## src/rtl/axi4lite_mem_master_pkg.sv

```systemverilog
// Shared definitions for the core memory master and its lane aligner.
// Holds:
//   - the access size encodings,
//   - the completion status encodings,
//   - the master FSM state type,
//   - an alignment helper used when a request is accepted.
package axi4lite_mem_master_pkg;

    // Access sizes as presented on the wordsize request field
    localparam logic [1:0] SZ_B = 2'b00;
    localparam logic [1:0] SZ_H = 2'b01;
    localparam logic [1:0] SZ_W = 2'b10;
    localparam logic [1:0] SZ_D = 2'b11;

    // Completion status reported alongside done
    localparam logic [1:0] ERR_OK    = 2'b00;
    localparam logic [1:0] ERR_ALIGN = 2'b01;
    localparam logic [1:0] ERR_BUS   = 2'b10;
    localparam logic [1:0] ERR_TMO   = 2'b11;

    typedef enum logic [2:0] {
        IDLE,
        WADDR,
        WRESP,
        RADDR,
        RDATA,
        FIN
    } state_t;

    // True when the low address bits are not a multiple of the access size
    function automatic logic is_misaligned(input logic [2:0] low, input logic [1:0] size);
        logic r;
        case (size)
            SZ_B:    r = 1'b0;
            SZ_H:    r = low[0];
            SZ_W:    r = |low[1:0];
            default: r = |low;
        endcase
        return r;
    endfunction

endpackage

```

## src/rtl/axi4lite_mem_master_mem_lane_align.sv

```systemverilog
// mem_lane_align: purely combinational byte-lane steering.
// The same block serves the load/store path and the fetch path.
//
// Ports:
//   size      - access size (SZ_B/SZ_H/SZ_W/SZ_D)
//   lane      - byte offset of the access within the bus word
//   signo     - 1 = sign-extend the extracted load value
//   wdata     - LSB-justified store data
//   bus_rdata - raw bus read word
//   bus_wdata - store data moved up to its byte lane
//   bus_wstrb - byte strobes for the store
//   rdata     - load value shifted down and extended to DATA_W
module mem_lane_align #(
    parameter  int DATA_W = 32,
    localparam int STRB_W = DATA_W / 8,
    localparam int LANE_W = $clog2(STRB_W)
) (
    input  logic [1:0]        size,
    input  logic [LANE_W-1:0] lane,
    input  logic              signo,
    input  logic [DATA_W-1:0] wdata,
    input  logic [DATA_W-1:0] bus_rdata,
    output logic [DATA_W-1:0] bus_wdata,
    output logic [STRB_W-1:0] bus_wstrb,
    output logic [DATA_W-1:0] rdata
);
    import axi4lite_mem_master_pkg::*;

    logic [LANE_W+2:0] bit_off;
    logic [7:0]        size_mask;
    logic [DATA_W-1:0] shifted;
    logic [DATA_W-1:0] keep;
    logic [6:0]        nbits;
    logic              sign;

    assign bit_off = {lane, 3'b000};

    always_comb begin
        case (size)
            SZ_B:    size_mask = 8'h01;
            SZ_H:    size_mask = 8'h03;
            SZ_W:    size_mask = 8'h0F;
            default: size_mask = 8'hFF;
        endcase
    end

    assign bus_wstrb = size_mask[STRB_W-1:0] << lane;
    assign bus_wdata = wdata << bit_off;

    // The keep mask is built by shifting ones left by the access width.
    // A full-width access shifts everything out, so keep becomes all ones
    // and no extension bits are added.
    always_comb begin
        shifted = bus_rdata >> bit_off;
        case (size)
            SZ_B: begin
                nbits = 7'd8;
                sign  = shifted[7];
            end
            SZ_H: begin
                nbits = 7'd16;
                sign  = shifted[15];
            end
            SZ_W: begin
                nbits = 7'd32;
                sign  = shifted[31];
            end
            default: begin
                nbits = 7'(DATA_W);
                sign  = shifted[DATA_W-1];
            end
        endcase
        keep  = ~({DATA_W{1'b1}} << nbits);
        rdata = (shifted & keep) | ((signo & sign) ? ~keep : '0);
    end

endmodule

```

## src/rtl/axi4lite_mem_master.sv

```systemverilog
// axi4lite_mem_master: AXI4-Lite master executing one load or store per
// request from the core control FSM.
//
// Ports:
//   clk, rstn          - clock, asynchronous active-low reset
//   en, W_R, wordsize  - request strobe, 1=store/0=load, access size
//   signo, addr, wdata - load extension select, byte address, store data
//   rdata              - extended load result, valid while done=1
//   busy, done, err    - in-progress flag, completion pulse, status
//   AW*/W*/B*          - AXI4-Lite write address/data/response channels
//   AR*/R*             - AXI4-Lite read address/data channels
module axi4lite_mem_master #(
    parameter int          ADDR_W  = 32,
    parameter int          DATA_W  = 32,
    parameter logic [2:0]  PROT    = 3'b000,
    parameter int unsigned TIMEOUT = 0
) (
    input  logic                  clk,
    input  logic                  rstn,
    input  logic                  en,
    input  logic                  W_R,
    input  logic [1:0]            wordsize,
    input  logic                  signo,
    input  logic [ADDR_W-1:0]     addr,
    input  logic [DATA_W-1:0]     wdata,
    output logic [DATA_W-1:0]     rdata,
    output logic                  busy,
    output logic                  done,
    output logic [1:0]            err,
    output logic [ADDR_W-1:0]     AWaddr,
    output logic                  AWvalid,
    input  logic                  AWready,
    output logic [2:0]            AWprot,
    output logic [DATA_W-1:0]     Wdata,
    output logic [DATA_W/8-1:0]   Wstrb,
    output logic                  Wvalid,
    input  logic                  Wready,
    input  logic [1:0]            Bresp,
    input  logic                  Bvalid,
    output logic                  Bready,
    output logic [ADDR_W-1:0]     ARaddr,
    output logic                  ARvalid,
    input  logic                  ARready,
    output logic [2:0]            ARprot,
    input  logic [DATA_W-1:0]     Rdata,
    input  logic [1:0]            Rresp,
    input  logic                  Rvalid,
    output logic                  RReady
);
    import axi4lite_mem_master_pkg::*;

    localparam int STRB_W = DATA_W / 8;
    localparam int LANE_W = $clog2(STRB_W);

    if (DATA_W != 32 && DATA_W != 64) begin : g_width_check
        $error("axi4lite_mem_master: DATA_W must be 32 or 64");
    end

    state_t              state, state_next;
    logic [1:0]          size_q;
    logic                signo_q;
    logic [ADDR_W-1:0]   addr_q;
    logic [DATA_W-1:0]   wdata_q;
    logic [DATA_W-1:0]   rdata_q;
    logic [1:0]          err_q;
    logic                aw_done, w_done;
    logic [31:0]         tmo_cnt;

    logic                misaligned;
    logic                aw_ok, w_ok;
    logic                tmo_hit;
    logic                fin_load;
    logic [1:0]          fin_err;
    logic [DATA_W-1:0]   fin_rdata;

    logic [DATA_W-1:0]   lane_wdata;
    logic [STRB_W-1:0]   lane_wstrb;
    logic [DATA_W-1:0]   lane_rdata;

    // Only resp[1] distinguishes error responses; EXOKAY is not used
    logic                unused_resp;
    assign unused_resp = Bresp[0] ^ Rresp[0];

    mem_lane_align #(.DATA_W(DATA_W)) u_align (
        .size      (size_q),
        .lane      (addr_q[LANE_W-1:0]),
        .signo     (signo_q),
        .wdata     (wdata_q),
        .bus_rdata (Rdata),
        .bus_wdata (lane_wdata),
        .bus_wstrb (lane_wstrb),
        .rdata     (lane_rdata)
    );

    // A double access on a 32-bit bus can never be carried out
    assign misaligned = is_misaligned(addr[2:0], wordsize) ||
                        ((wordsize == SZ_D) && (DATA_W == 32));

    // AW and W may complete in either order; each side is remembered
    assign aw_ok = aw_done | AWready;
    assign w_ok  = w_done  | Wready;

    // The counter holds the number of response cycles already spent, so the
    // abort fires at the end of the TIMEOUT-th waiting cycle
    assign tmo_hit = (TIMEOUT != 0) && (tmo_cnt == TIMEOUT - 1);

    always_ff @(posedge clk or negedge rstn) begin
        if (!rstn) begin
            state <= IDLE;
        end else begin
            state <= state_next;
        end
    end

    always_comb begin
        state_next = state;
        fin_load   = 1'b0;
        fin_err    = ERR_OK;
        fin_rdata  = '0;
        case (state)
            IDLE: begin
                if (en) begin
                    if (misaligned) begin
                        state_next = FIN;
                        fin_load   = 1'b1;
                        fin_err    = ERR_ALIGN;
                    end else if (W_R) begin
                        state_next = WADDR;
                    end else begin
                        state_next = RADDR;
                    end
                end
            end
            WADDR: begin
                if (aw_ok && w_ok) begin
                    state_next = WRESP;
                end
            end
            WRESP: begin
                if (Bvalid) begin
                    state_next = FIN;
                    fin_load   = 1'b1;
                    fin_err    = Bresp[1] ? ERR_BUS : ERR_OK;
                end else if (tmo_hit) begin
                    state_next = FIN;
                    fin_load   = 1'b1;
                    fin_err    = ERR_TMO;
                end
            end
            RADDR: begin
                if (ARready) begin
                    state_next = RDATA;
                end
            end
            RDATA: begin
                if (Rvalid) begin
                    state_next = FIN;
                    fin_load   = 1'b1;
                    if (Rresp[1]) begin
                        fin_err = ERR_BUS;
                    end else begin
                        fin_rdata = lane_rdata;
                    end
                end else if (tmo_hit) begin
                    state_next = FIN;
                    fin_load   = 1'b1;
                    fin_err    = ERR_TMO;
                end
            end
            FIN: begin
                state_next = IDLE;
            end
            default: begin
                state_next = IDLE;
            end
        endcase
    end

    // Request capture and completion status. Status and result are cleared
    // when a request is accepted so stores and aborts report rdata=0.
    always_ff @(posedge clk or negedge rstn) begin
        if (!rstn) begin
            size_q  <= SZ_B;
            signo_q <= 1'b0;
            addr_q  <= '0;
            wdata_q <= '0;
            rdata_q <= '0;
            err_q   <= ERR_OK;
        end else begin
            if (state == IDLE && en) begin
                size_q  <= wordsize;
                signo_q <= signo;
                addr_q  <= addr;
                wdata_q <= wdata;
                rdata_q <= '0;
                err_q   <= ERR_OK;
            end
            if (fin_load) begin
                rdata_q <= fin_rdata;
                err_q   <= fin_err;
            end
        end
    end

    // Per-channel acceptance flags for the write address/data phase
    always_ff @(posedge clk or negedge rstn) begin
        if (!rstn) begin
            aw_done <= 1'b0;
            w_done  <= 1'b0;
        end else if (state == WADDR) begin
            if (AWvalid && AWready) aw_done <= 1'b1;
            if (Wvalid && Wready)   w_done  <= 1'b1;
        end else begin
            aw_done <= 1'b0;
            w_done  <= 1'b0;
        end
    end

    // Response wait counter, restarted on every state change
    always_ff @(posedge clk or negedge rstn) begin
        if (!rstn) begin
            tmo_cnt <= '0;
        end else if (state_next != state) begin
            tmo_cnt <= '0;
        end else if (state == WRESP || state == RDATA) begin
            tmo_cnt <= tmo_cnt + 32'd1;
        end
    end

    assign busy    = (state != IDLE);
    assign done    = (state == FIN);
    assign err     = err_q;
    assign rdata   = rdata_q;

    assign AWaddr  = addr_q;
    assign ARaddr  = addr_q;
    assign AWprot  = PROT;
    assign ARprot  = PROT;
    assign AWvalid = (state == WADDR) && !aw_done;
    assign Wvalid  = (state == WADDR) && !w_done;
    assign Wdata   = (state == WADDR) ? lane_wdata : '0;
    assign Wstrb   = (state == WADDR) ? lane_wstrb : '0;
    assign Bready  = (state == WRESP);
    assign ARvalid = (state == RADDR);
    assign RReady  = (state == RDATA);

endmodule
```

## config.mk

```make
export PLATFORM = sky130hd
export DESIGN_NAME = axi4lite_mem_master
export DESIGN_NICKNAME = d
export VERILOG_FILES = /design/src/rtl/axi4lite_mem_master_pkg.sv /design/src/rtl/axi4lite_mem_master_mem_lane_align.sv /design/src/rtl/axi4lite_mem_master.sv
export SDC_FILE = /design/constraint.sdc
export NUM_CORES = 1
export LEC_CHECK = 0
export ABC_AREA = 1
export BUFFER_PORTS_ARGS = -buffer_cell sky130_fd_sc_hd__buf_2
export CAP_MARGIN = 5
export CORE_MARGIN = 1
export CORE_UTILIZATION = 52
export CTS_CLUSTER_SIZE = 40
export DETAILED_ROUTE_END_ITERATION = 16
export GPL_TIMING_DRIVEN = 0
export PLACE_DENSITY = 0.9
export REMOVE_ABC_BUFFERS = 1
export SYNTH_ARGS = -nofsm -noshare
export SYNTH_HDL_FRONTEND = slang
export SYNTH_SLANG_ARGS = --single-unit
```

## constraint.sdc

```tcl
create_clock -name clk -period 5.4 [get_ports clk]
set_clock_uncertainty 0.2 [all_clocks]
set_input_delay 1.08 -clock clk [delete_from_list [all_inputs] [get_ports clk]]
set_output_delay 1.08 -clock clk [all_outputs]
set_load 0.05 [all_outputs]
```

==> out/qor.yml <==
run_status: "finished clean"
worst_ep_required_time_ns: 4.12
timing.final.crit_share: 0.853
cts.path.max_buffers: 2
number_of_clock_sinks: 106
synth-main-ff-cell: "sky130_fd_sc_hd__dfrtp_1"
place.port_buffers: 250
grt_pass1_vias: 5317
power_switching_share: 0.607
cts_tree: "built"
cp_slowest_stage_delay_ns: 0.85
postLayoutCellArea_sq_um: 7090
worst_slew_margin_rel: 0.339
yosys_warnings: 0
synth_seq_cells: 106
critPathKind: "register to primary output"
synth_sequential_area_ratio: 0.454
post_layout_nonfiller_instances: 1162
drive_gt1_frac: 0.281
critPathMaxFanout: 27
drt-pass1-iter-count: 5
grt_overflow_total: 0
final-setup-viol-count: 0
synthXorXnorAreaFrac: 0
cts_max_level: 3
fp.coreArea_sq_um: 10900
synth_area_per_cell_sq_um: 7.06
detail_route.wirelength_microns: 16600
clk_pin_slew_worst_paths_ns: 0.12
post_synth_fa_ha_maj_area_fraction: 0.00214
grt_setup_unrepaired: "false"
post_cts_hold_buffer_count: 0
final.min_clock_period_ns: 4.61
die_outline_area_sq_um: 11700
fmax_ghz: 0.217
synthMuxAreaShare: 0
areaGrowthSynthToFinish_pct: 21.3
largest_family_of_logic_cells_by_synthesized_area: "simple AND/OR/NAND/NOR gates"
power.internal_w: 0.00202
number_of_maximum_capacitance_violations: 0
remaining_drcs: 0
timing.final.hold_violations: 0
final_net_count: 1128
dp_hpwl_microns: 11700
post_dp_cell_area_sq_um: 6890
globalRouteTotalUtil: 0.283
post_synth_main_area_contributors: "sky130_fd_sc_hd__dfrtp_1, sky130_fd_sc_hd__nand2_1, sky130_fd_sc_hd__nor2_1, sky130_fd_sc_hd__buf_4, sky130_fd_sc_hd__o21ai_0"
die_x_microns: 108
io_pins: 259
postCtsSetupRepairBufs: 0
p_per_area_nw_per_um2: 725
crit_slowest_cell: "sky130_fd_sc_hd__clkinv_1"
ir_worst_vdd_mv: 0.535
numCtsBuffers: 9
synth_cells: 828
final_antenna_net_count: 0
critical_path.endpoint_type: "primary output"
hold_path_class: "register to register"
worstSetupStartpointType: "register"
post_synth_instance_area_sq_um: 5840
timing.critical_path.arrival_ns: 3.33
setup-tns-final_ns: 0
clock_power_share: 0.095
clk_root_buffer_cell: "sky130_fd_sc_hd__clkbuf_8"
viasPerCell: 5.25
grt_pass1_wl_microns: 25500
cellLeakagePower_nw: 4.15
globalplace.congestion: 0.899
synth_simple_gate_area_share: 0.352
via_count: 6098
row_count: 38
post_drt_wl_per_cell_microns: 14.3
grt_start_max_net_pins: 81
path_cells: "clkinv_1 -> nor2_1 -> nand2_1 -> o32ai_1 -> buf_2"
netlist.top_cell.by_area: "sky130_fd_sc_hd__dfrtp_1"
synth_compound_gate_area_share: 0.0858
combPwrFrac: 0.647
synth_enable_flop_cells: 0
clock_insertion_delay_worst_skew_ns: 0.36
timing.final.max_slew_violations: 0
worst_margin_slew_ns: 0.991
synth_top_cell_area_share: 0.454
ctsResizeCount: 0
drt_iter0_drc: 531
initial_core_util: 0.537
n_fill_cell: 967
die_height_microns: 108
yosysUniqueCellTypes: 30
grt_antenna_before_repair: 2
share_of_total_power_in_sequential_cells: 0.259
asyncSetResetFlopFracSynth: 1.00
placed_cells: 1144
power.switching_w: 0.00312
==> sequential cells by signal, summed over array words and instances (netlist names) <==
name     flops
ARaddr      32
rdata       32
wdata_q     32
state        3
err          2
size_q       2
aw_done      1
signo_q      1
w_done       1
==> metal layers <==
metal | vias up | routed length, microns | track usage
li1 | 2921 | - | -
met1 | 2827 | 6370 | 0.342
met2 | 311 | 8190 | 0.483
met3 | 39 | 1510 | 0.0639
met4 | 0 | 531 | 0.128
met5 | - | 0 | 0
==> cell families (layout without fill, tap and decap cells) <==
group | Yosys count | count (layout)
AND/OR/NAND/NOR | 518 | 518
buffers and inverters | 117 | 304
flip-flops | 106 | 106
AO/OA/AOI/OAI | 85 | 85
adder cells (fa/ha/maj) | 1 | 1
other | 1 | 8
==> through the flow <==
stage | setup slack (ns) | power [W] | hold slack (ns) | utilization
after global placement | 0.345 | 0.00457 | 0.250 | 0.625
after detailed placement | 0.975 | 0.00466 | 0.259 | 0.633
after floorplan | 0.246 | 0.00377 | 0.234 | -
after CTS | 0.812 | 0.00515 | 0.286 | 0.651
final | 0.792 | 0.00514 | 0.286 | 0.651
after global routing | 0.625 | 0.00549 | 0.299 | 0.651
==> path summary, 6_finish.rpt <==
| path | start | endpoint | slack (ns) | cells past startpoint |
|---|---|---|---|---|
| max | ARaddr[1]$_DFFE_PN0P_ | Wdata[16] | 0.79 | 5 |
| max reg2reg | state[0]$_DFFE_PN0P_ | rdata[4]$_DFFE_PN0P_ | 1.47 | 8 |
| min | wdata_q[28]$_DFFE_PN0P_ | wdata_q[28]$_DFFE_PN0P_ | 0.29 | 2 |
| max in group asynchronous | rstn | wdata_q[7]$_DFFE_PN0P_ | 3.81 | 2 |
| min in group asynchronous | rstn | rdata[0]$_DFFE_PN0P_ | 0.47 | 1 |
| min reg2reg | wdata_q[28]$_DFFE_PN0P_ | wdata_q[28]$_DFFE_PN0P_ | 0.29 | 2 |
==> worst max-delay path: cells and delay by family, from the launching register on <==
family,cells,cell delay [ns]
buffers and inverters,2,1.18
flip-flops,1,0.80
AND/OR/NAND/NOR,2,0.72
AO/OA/AOI/OAI,1,0.25
==> cell usage after synthesis, types with 2 or more instances <==
| cell | number |
|---|---|
| sky130_fd_sc_hd__o211ai_1 | 7 |
| sky130_fd_sc_hd__a21oi_1 | 6 |
| sky130_fd_sc_hd__clkinv_1 | 2 |
| sky130_fd_sc_hd__buf_4 | 38 |
| sky130_fd_sc_hd__o21ai_0 | 46 |
| sky130_fd_sc_hd__buf_6 | 2 |
| sky130_fd_sc_hd__nand3_1 | 43 |
| sky130_fd_sc_hd__buf_2 | 17 |
| sky130_fd_sc_hd__nand2_1 | 377 |
| sky130_fd_sc_hd__inv_2 | 5 |
| sky130_fd_sc_hd__buf_1 | 4 |
| sky130_fd_sc_hd__nor2_1 | 86 |
| sky130_fd_sc_hd__a211oi_1 | 8 |
| sky130_fd_sc_hd__o31ai_1 | 2 |
| sky130_fd_sc_hd__o32ai_1 | 7 |
| sky130_fd_sc_hd__o21ai_1 | 6 |
| sky130_fd_sc_hd__inv_1 | 28 |
| sky130_fd_sc_hd__or2_2 | 7 |
| sky130_fd_sc_hd__dfrtp_1 | 106 |
| sky130_fd_sc_hd__clkbuf_1 | 21 |
==> power groups by stage <==
| stage | sequential, W | clock [W] | combinational [W] |
|---|---|---|---|
| after floorplan | 0.00224 | 0 | 0.00152 |
| after global placement | 0.00138 | 0 | 0.00319 |
| after detailed placement | 0.00133 | 0 | 0.00333 |
| after CTS | 0.00133 | 0.000502 | 0.00333 |
| after global routing | 0.00137 | 0.000531 | 0.00359 |
| final | 0.00133 | 0.000488 | 0.00333 |
==> layout by cell type, fill, tap and decap left out, types with 2 or more instances in the layout <==
master                     netlist  routed
sky130_fd_sc_hd__nand3_1        43      43
sky130_fd_sc_hd__buf_16          0       3
sky130_fd_sc_hd__diode_2         0       2
sky130_fd_sc_hd__buf_2          17     249
sky130_fd_sc_hd__inv_1          28      27
sky130_fd_sc_hd__nand2_1       377     377
sky130_fd_sc_hd__clkinv_1        2       2
sky130_fd_sc_hd__inv_8           0       2
sky130_fd_sc_hd__o21ai_0        46      46
sky130_fd_sc_hd__clkinv_4        0       2
sky130_fd_sc_hd__conb_1          1       6
sky130_fd_sc_hd__o32ai_1         7       7
sky130_fd_sc_hd__a21oi_1         6       6
sky130_fd_sc_hd__o31ai_1         2       2
sky130_fd_sc_hd__or2_2           7       7
sky130_fd_sc_hd__o21ai_1         6       6
sky130_fd_sc_hd__inv_2           5       6
sky130_fd_sc_hd__a211oi_1        8       8
sky130_fd_sc_hd__inv_6           0       2
sky130_fd_sc_hd__nor2_1         86      86
sky130_fd_sc_hd__clkbuf_8        0      10
sky130_fd_sc_hd__dfrtp_1       106     105
sky130_fd_sc_hd__o211ai_1        7       7
==> layout make-up <==
cell class                 count  area, sq um  area share
sequential                   106         2650       0.374
multi-input combinational    610         2590       0.366
timing repair buffer         253         1340       0.188
tap                          140          175      0.0247
clock buffer                  10          138      0.0194
inverter                      35          131      0.0185
clock inverter                 6         57.6     0.00812
antenna                        2         5.00    0.000706
Note: power is estimated with default switching activity, not from simulation.
